`src/rtl/imem_loader.sv`:
```
// imem_loader: receives a byte stream (16-bit little-endian word count, then
// the data bytes), packs every four bytes into a little-endian 32-bit word and
// writes the words to instruction memory from byte address 0 upwards. The core
// is held in reset (cpu_rst=1) until the image has been loaded.
// Optional trailing checksum byte: define IMEM_LOADER_CHECKSUM_EN.
module imem_loader #(
    parameter int WIDTH      = 32,
    parameter int ADDR_WIDTH = 12
) (
    input  logic                  clk,
    input  logic                  rst,
    input  logic                  byte_valid,
    input  logic [7:0]            byte_data,
    output logic                  byte_ready,
    input  logic                  load_start,
    output logic                  imem_we,
    output logic [ADDR_WIDTH-1:0] imem_addr,
    output logic [WIDTH-1:0]      imem_wdata,
    output logic                  cpu_rst,
    output logic                  load_done,
    output logic                  load_err
);

    localparam logic [16:0] MAX_WORDS = 17'(2 ** (ADDR_WIDTH - 2));

    typedef enum logic [2:0] {
        S_HDR0  = 3'd0,
        S_HDR1  = 3'd1,
        S_DATA  = 3'd2,
`ifdef IMEM_LOADER_CHECKSUM_EN
        S_CSUM  = 3'd3,
`endif
        S_DONE  = 3'd4,
        S_ERROR = 3'd5
    } state_t;

    state_t                state_q;
    logic [15:0]           count_q;
    logic [15:0]           idx_q;
    logic [1:0]            lane_q;
    logic [23:0]           shift_q;
    logic                  imem_we_q;
    logic [ADDR_WIDTH-1:0] imem_addr_q;
    logic [WIDTH-1:0]      imem_wdata_q;
    logic                  cpu_rst_q;
    logic                  load_done_q;
    logic                  load_err_q;
`ifdef IMEM_LOADER_CHECKSUM_EN
    logic [7:0]            csum_q;
`endif

    logic                  accept_s;
    logic                  in_range_s;
    logic [16:0]           idx_d;
    logic [31:0]           word_s;

    // The loader is receptive in every state except the two terminal ones.
    assign byte_ready = (state_q != S_DONE) && (state_q != S_ERROR);
    assign accept_s   = byte_valid && byte_ready;
    assign idx_d      = {1'b0, idx_q} + 17'd1;
    assign in_range_s = ({1'b0, idx_q} < MAX_WORDS);
    assign word_s     = {byte_data, shift_q};

    assign imem_we    = imem_we_q;
    assign imem_addr  = imem_addr_q;
    assign imem_wdata = imem_wdata_q;
    assign cpu_rst    = cpu_rst_q;
    assign load_done  = load_done_q;
    assign load_err   = load_err_q;

    // Loader FSM: header capture, word assembly, memory writes and core release.
    always_ff @(posedge clk or negedge rst) begin
        if (!rst) begin
            state_q      <= S_HDR0;
            count_q      <= 16'd0;
            idx_q        <= 16'd0;
            lane_q       <= 2'd0;
            shift_q      <= 24'd0;
            imem_we_q    <= 1'b0;
            imem_addr_q  <= '0;
            imem_wdata_q <= '0;
            cpu_rst_q    <= 1'b1;
            load_done_q  <= 1'b0;
            load_err_q   <= 1'b0;
`ifdef IMEM_LOADER_CHECKSUM_EN
            csum_q       <= 8'd0;
`endif
        end else begin
            // Write strobe is a one-cycle pulse unless a word completes below.
            imem_we_q <= 1'b0;
`ifdef IMEM_LOADER_CHECKSUM_EN
            if (accept_s && (state_q == S_HDR0 || state_q == S_HDR1 || state_q == S_DATA)) begin
                csum_q <= csum_q ^ byte_data;
            end
`endif
            case (state_q)
                S_HDR0: begin
                    if (accept_s) begin
                        count_q[7:0] <= byte_data;
                        state_q      <= S_HDR1;
                    end
                end
                S_HDR1: begin
                    if (accept_s) begin
                        count_q[15:8] <= byte_data;
                        if ({byte_data, count_q[7:0]} == 16'd0) begin
`ifdef IMEM_LOADER_CHECKSUM_EN
                            state_q     <= S_CSUM;
`else
                            state_q     <= S_DONE;
                            cpu_rst_q   <= 1'b0;
                            load_done_q <= 1'b1;
`endif
                        end else begin
                            state_q <= S_DATA;
                        end
                    end
                end
                S_DATA: begin
                    if (accept_s) begin
                        lane_q <= lane_q + 2'd1;
                        if (lane_q == 2'd3) begin
                            idx_q <= idx_d[15:0];
                            if (in_range_s) begin
                                imem_we_q    <= 1'b1;
                                imem_addr_q  <= {idx_q[ADDR_WIDTH-3:0], 2'b00};
                                imem_wdata_q <= word_s;
                            end else begin
                                // Beyond capacity: consume the word, keep the address.
                                load_err_q <= 1'b1;
                            end
                            if (idx_d == {1'b0, count_q}) begin
`ifdef IMEM_LOADER_CHECKSUM_EN
                                state_q <= S_CSUM;
`else
                                if (load_err_q || !in_range_s) begin
                                    state_q <= S_ERROR;
                                end else begin
                                    state_q     <= S_DONE;
                                    cpu_rst_q   <= 1'b0;
                                    load_done_q <= 1'b1;
                                end
`endif
                            end
                        end else begin
                            case (lane_q)
                                2'd0:    shift_q[7:0]   <= byte_data;
                                2'd1:    shift_q[15:8]  <= byte_data;
                                2'd2:    shift_q[23:16] <= byte_data;
                                default: shift_q        <= shift_q;
                            endcase
                        end
                    end
                end
`ifdef IMEM_LOADER_CHECKSUM_EN
                S_CSUM: begin
                    if (accept_s) begin
                        // An overflow error outranks the checksum result.
                        if (load_err_q) begin
                            state_q <= S_ERROR;
                        end else if (byte_data == csum_q) begin
                            state_q     <= S_DONE;
                            cpu_rst_q   <= 1'b0;
                            load_done_q <= 1'b1;
                        end else begin
                            state_q    <= S_ERROR;
                            load_err_q <= 1'b1;
                        end
                    end
                end
`endif
                S_DONE, S_ERROR: begin
                    if (load_start) begin
                        state_q     <= S_HDR0;
                        count_q     <= 16'd0;
                        idx_q       <= 16'd0;
                        lane_q      <= 2'd0;
                        cpu_rst_q   <= 1'b1;
                        load_done_q <= 1'b0;
                        load_err_q  <= 1'b0;
`ifdef IMEM_LOADER_CHECKSUM_EN
                        csum_q      <= 8'd0;
`endif
                    end
                end
                default: begin
                    // Unreachable encoding: recover into a fresh load with the core held.
                    state_q     <= S_HDR0;
                    idx_q       <= 16'd0;
                    lane_q      <= 2'd0;
                    cpu_rst_q   <= 1'b1;
                    load_done_q <= 1'b0;
                end
            endcase
        end
    end

endmodule

```
`config.mk`:
```
export PLATFORM = sky130hd
export DESIGN_NAME = imem_loader
export DESIGN_NICKNAME = d
export VERILOG_FILES = /design/src/rtl/imem_loader.sv
export SDC_FILE = /design/constraint.sdc
export NUM_CORES = 1
export LEC_CHECK = 0
export ABC_AREA = 0
export CORE_AREA = 4 4 100 102
export DETAILED_ROUTE_END_ITERATION = 8
export DIE_AREA = 0 0 104 106
export PLACE_DENSITY = 0.87
export REMOVE_ABC_BUFFERS = 1
export SYNTH_ARGS = -nofsm -noshare
export SYNTH_HDL_FRONTEND = slang
export SYNTH_SLANG_ARGS = --single-unit
```
`constraint.sdc`:
```
create_clock -name clk -period 2.65 [get_ports clk]
set_clock_uncertainty 0.05 [all_clocks]
set_input_delay 0.3975 -clock clk [delete_from_list [all_inputs] [get_ports clk]]
set_output_delay 0.3975 -clock clk [all_outputs]
set_load 0.01 [all_outputs]
```
==> flow_summary.json <==
{
  "ir_drop_v": 0.000443,
  "synthesis.area_um2": 4950,
  "first_pass_iters": 6,
  "status": "finished clean",
  "grt-ovfl-total": 0,
  "setup.worst_path.start": "idx_q[1]$_DFFE_PN0P_",
  "totalNegativeSetupSlack_ns": 0,
  "layout_commonest_cell": "sky130_fd_sc_hd__dfrtp_1",
  "die_w_um": 104,
  "grt_pass1_vias": 3927,
  "finalSetupViolCount": 0,
  "maxClockFrequency_ghz": 0.398,
  "synth-simple-area-share_pct": 17.0,
  "synth_async_sr_flop_share_pct": 100,
  "grt_first_pass_wirelength_um": 19700,
  "yosys.area_share.xor_xnor_pct": 3.54,
  "antenna-diode-count": 0,
  "via_per_inst": 5.90,
  "die_height_um": 106,
  "clock_sinks": 107,
  "adder_and_majority_cell_fraction_of_the_synthesized_area_pct": 1.26,
  "detail_route.wirelength_um": 11600,
  "worstSetupEndpointType": "flop",
  "cts.clk_slew.worst_paths_ns": 0.11,
  "multiInputGateArea_um2": 2120,
  "num_rows": 35,
  "root_buffer": "sky130_fd_sc_hd__clkbuf_8",
  "finalCriticalPeriod_ns": 2.52,
  "port_buffers": 58,
  "critical_path.reg2reg.endpoint": "cpu_rst$_DFFE_PN1P_",
  "worst_skew_pair.late_latency_ns": 0.38,
  "routed-via-count": 3885,
  "yosys-mux-area-fraction_pct": 9.09,
  "area_growth_syn_to_layout_pct": 20.0,
  "tritoncts": "yes",
  "pwr_density_cell_nw_per_um2": 778,
  "floorplan.initialDensity_pct": 54.4,
  "dpl.hpwl_um": 8290,
  "pin_count_of_the_biggest_net_entering_global_routing": 57,
  "critPathCapture": "cpu_rst$_DFFE_PN1P_",
  "maxCapViolCount": 0,
  "first_iteration_detailed_routing_drc_count": 306,
  "post-route-period-util_pct": 94.9,
  "timing.rr.start": "idx_q[1]$_DFFE_PN0P_",
  "die-area_um2": 11000,
  "worst_slew_margin_rel_pct": 50.9,
  "clock_tree.htree_level_count": 3,
  "final_cell_mix": "106 x sky130_fd_sc_hd__dfrtp_1, 97 x sky130_fd_sc_hd__nand2_1, 57 x sky130_fd_sc_hd__clkdlybuf4s50_1, 40 x sky130_fd_sc_hd__mux2_2, 31 x sky130_fd_sc_hd__o21ai_0",
  "synth-compound-area-share_pct": 11.6,
  "synth.avg_cell_area_um2": 10.5,
  "utilization_pct": 65.3,
  "arr_time_crit_path_ns": 2.79,
  "num_io_pins": 61,
  "yosys_warnings": 0,
  "worst-r2r-setup-slack_ns": 0.13,
  "cts_buffer_depth": 2,
  "sequential_cell_area_um2": 2680,
  "core-area_um2": 9110,
  "synth.yosys.seq_area_share_pct": 54.1,
  "static-leakage-power_uw": 0.00287,
  "num-nets-final": 559,
  "grt_antenna_before_repair": 0,
  "ys_seq_elements": 107,
  "synth_edf_count": 0,
  "critical_path_maximum_fanout": 7,
  "gr-usage-all-layers_pct": 22.2,
  "cp-start-kind": "flop",
  "worst_max_slew_pin_slew_ns": 0.736,
  "routedWlPerCell_um": 17.6,
  "worstPathRequired_ns": 2.92,
  "antenna_violating_nets_post_route": 0,
  "grt_setup_unrepaired": "false",
  "tritoncts_buffer_count": 9,
  "synthCells": 473,
  "hold_class": "in -> async",
  "gpl.final_weighted_congestion": 0.904,
  "synth_top_family_by_area": "simple AND/OR/NAND/NOR gates",
  "fillCellCount": 697,
  "setup.worst_path.class": "reg -> reg",
  "ys_dominant_reg_cell": "sky130_fd_sc_hd__dfrtp_1",
  "yosys.cell_types.count": 55,
  "timing_hold_violations_final": 0,
  "final-max-slew-violation-count": 0,
  "drc": 0,
  "cts_setup_buffers": 0,
  "r2r_cells": 8,
  "post_route_cells_drive_above_1_share_pct": 16.3
}
-- Yosys cell counts, types with 4 or more instances --
cell type                  number  share of area [%]
sky130_fd_sc_hd__dfrtp_1      106                 54
sky130_fd_sc_hd__nand2_1       97                7.4
sky130_fd_sc_hd__mux2_2        40                9.1
sky130_fd_sc_hd__o21ai_0       32                3.2
sky130_fd_sc_hd__nor2_1        21                1.6
sky130_fd_sc_hd__a22o_1        16                2.8
sky130_fd_sc_hd__a21oi_1       13                1.3
sky130_fd_sc_hd__inv_1         13               0.99
sky130_fd_sc_hd__buf_2         11                1.1
sky130_fd_sc_hd__nand3_1       11                1.1
sky130_fd_sc_hd__xor2_1        11                1.9
sky130_fd_sc_hd__xnor2_1        9                1.6
sky130_fd_sc_hd__o31ai_1        8                1.2
sky130_fd_sc_hd__and3_1         7               0.88
sky130_fd_sc_hd__clkbuf_1       7               0.53
sky130_fd_sc_hd__ha_1           5                1.3
sky130_fd_sc_hd__nor3_1         5               0.51
sky130_fd_sc_hd__nor4_1         5               0.63
sky130_fd_sc_hd__nand2b_1       4               0.51
sky130_fd_sc_hd__nand4_1        4               0.51
-- where the power goes --
group	switching, uW	internal [uW]
logic	665	694
registers	316	1990
clock network	597	362
total	1580	3050
-- sequential cells by signal, summed over array words and instances (netlist names) --
register,flops
count_q,16
cpu_rst,1
idx_q,16
imem_addr,10
imem_wdata,32
imem_we,1
lane_q,2
load_done,1
load_err,1
shift_q,24
state_q,3
-- worst max-delay path, cell delays in order (launching register included) --
cell and delay (ns):
sky130_fd_sc_hd__dfrtp_1 0.48, sky130_fd_sc_hd__ha_1 0.28, sky130_fd_sc_hd__nand3_2 0.18, sky130_fd_sc_hd__a222oi_1 0.38, sky130_fd_sc_hd__nand4_1 0.15, sky130_fd_sc_hd__nor4_2 0.16
sky130_fd_sc_hd__nand4b_1 0.19, sky130_fd_sc_hd__o31a_1 0.40, sky130_fd_sc_hd__o22a_1 0.20
-- worst min-delay path by stage --
| stage | startpoint | to | slack, ns | cells past startpoint |
|---|---|---|---|---|
| floorplan | rst | count_q[0]$_DFFE_PN0P_ | 0.05 | 0 |
| global placement | shift_q[20]$_DFFE_PN0P_ | imem_wdata[20]$_DFFE_PN0P_ | 0.39 | 2 |
| detailed placement | shift_q[11]$_DFFE_PN0P_ | imem_wdata[11]$_DFFE_PN0P_ | 0.41 | 2 |
| CTS | rst | imem_addr[7]$_DFFE_PN0P_ | 0.03 | 1 |
| global route | rst | count_q[6]$_DFFE_PN0P_ | 0.06 | 1 |
| finish | rst | imem_addr[8]$_DFFE_PN0P_ | 0.003 | 1 |
-- cell type report --
class	instances	share of cell area [%]
Timing Repair Buffer	81	13.0
Tap cell	111	2.34
Multi-Input combinational cell	330	35.6
Sequential cell	107	45.1
Clock buffer	10	2.15
Inverter	13	0.821
Clock inverter	6	0.947
-- stage by stage --
step	power, uW	hold slack, ns	worst slack [ns]	instances	cell area [um2]
finish	4620	0.00347	0.134	658	5940
global route	4890	0.0635	0.00743	658	5940
CTS	4630	0.0286	0.0898	658	5940
detailed placement	3670	0.409	0.125	642	5760
global placement	3580	0.393	0.193	642	5760
floorplan	3130	0.0519	0.225	450	4840
-- timing repair --
action                                  CTS  global route
endpoints found under the setup margin    0             5
resized for setup                         0             2
hold buffers                              0             0
-- logic make-up (layout without fill, tap and decap cells) --
| family | Yosys count | count (layout) |
|---|---|---|
| AOI/OAI and AO/OA | 88 | 88 |
| xor gates and xnor gates | 20 | 20 |
| adders and majority gates | 5 | 5 |
| buffers and inverters | 37 | 110 |
| DFF | 107 | 107 |
| muxes | 40 | 40 |
| other | 1 | 2 |
| and+or+nand+nor | 175 | 175 |
-- per-layer routing --
metal,track usage [%],part of all wire [%],up-vias
met5,0,0,-
met4,7.79,1.5,0
met3,5.28,6.4,17
met2,37.2,49,140
met1,28.5,43,1940
li1,-,-,1788
Note: power is estimated with default switching activity, not from simulation.
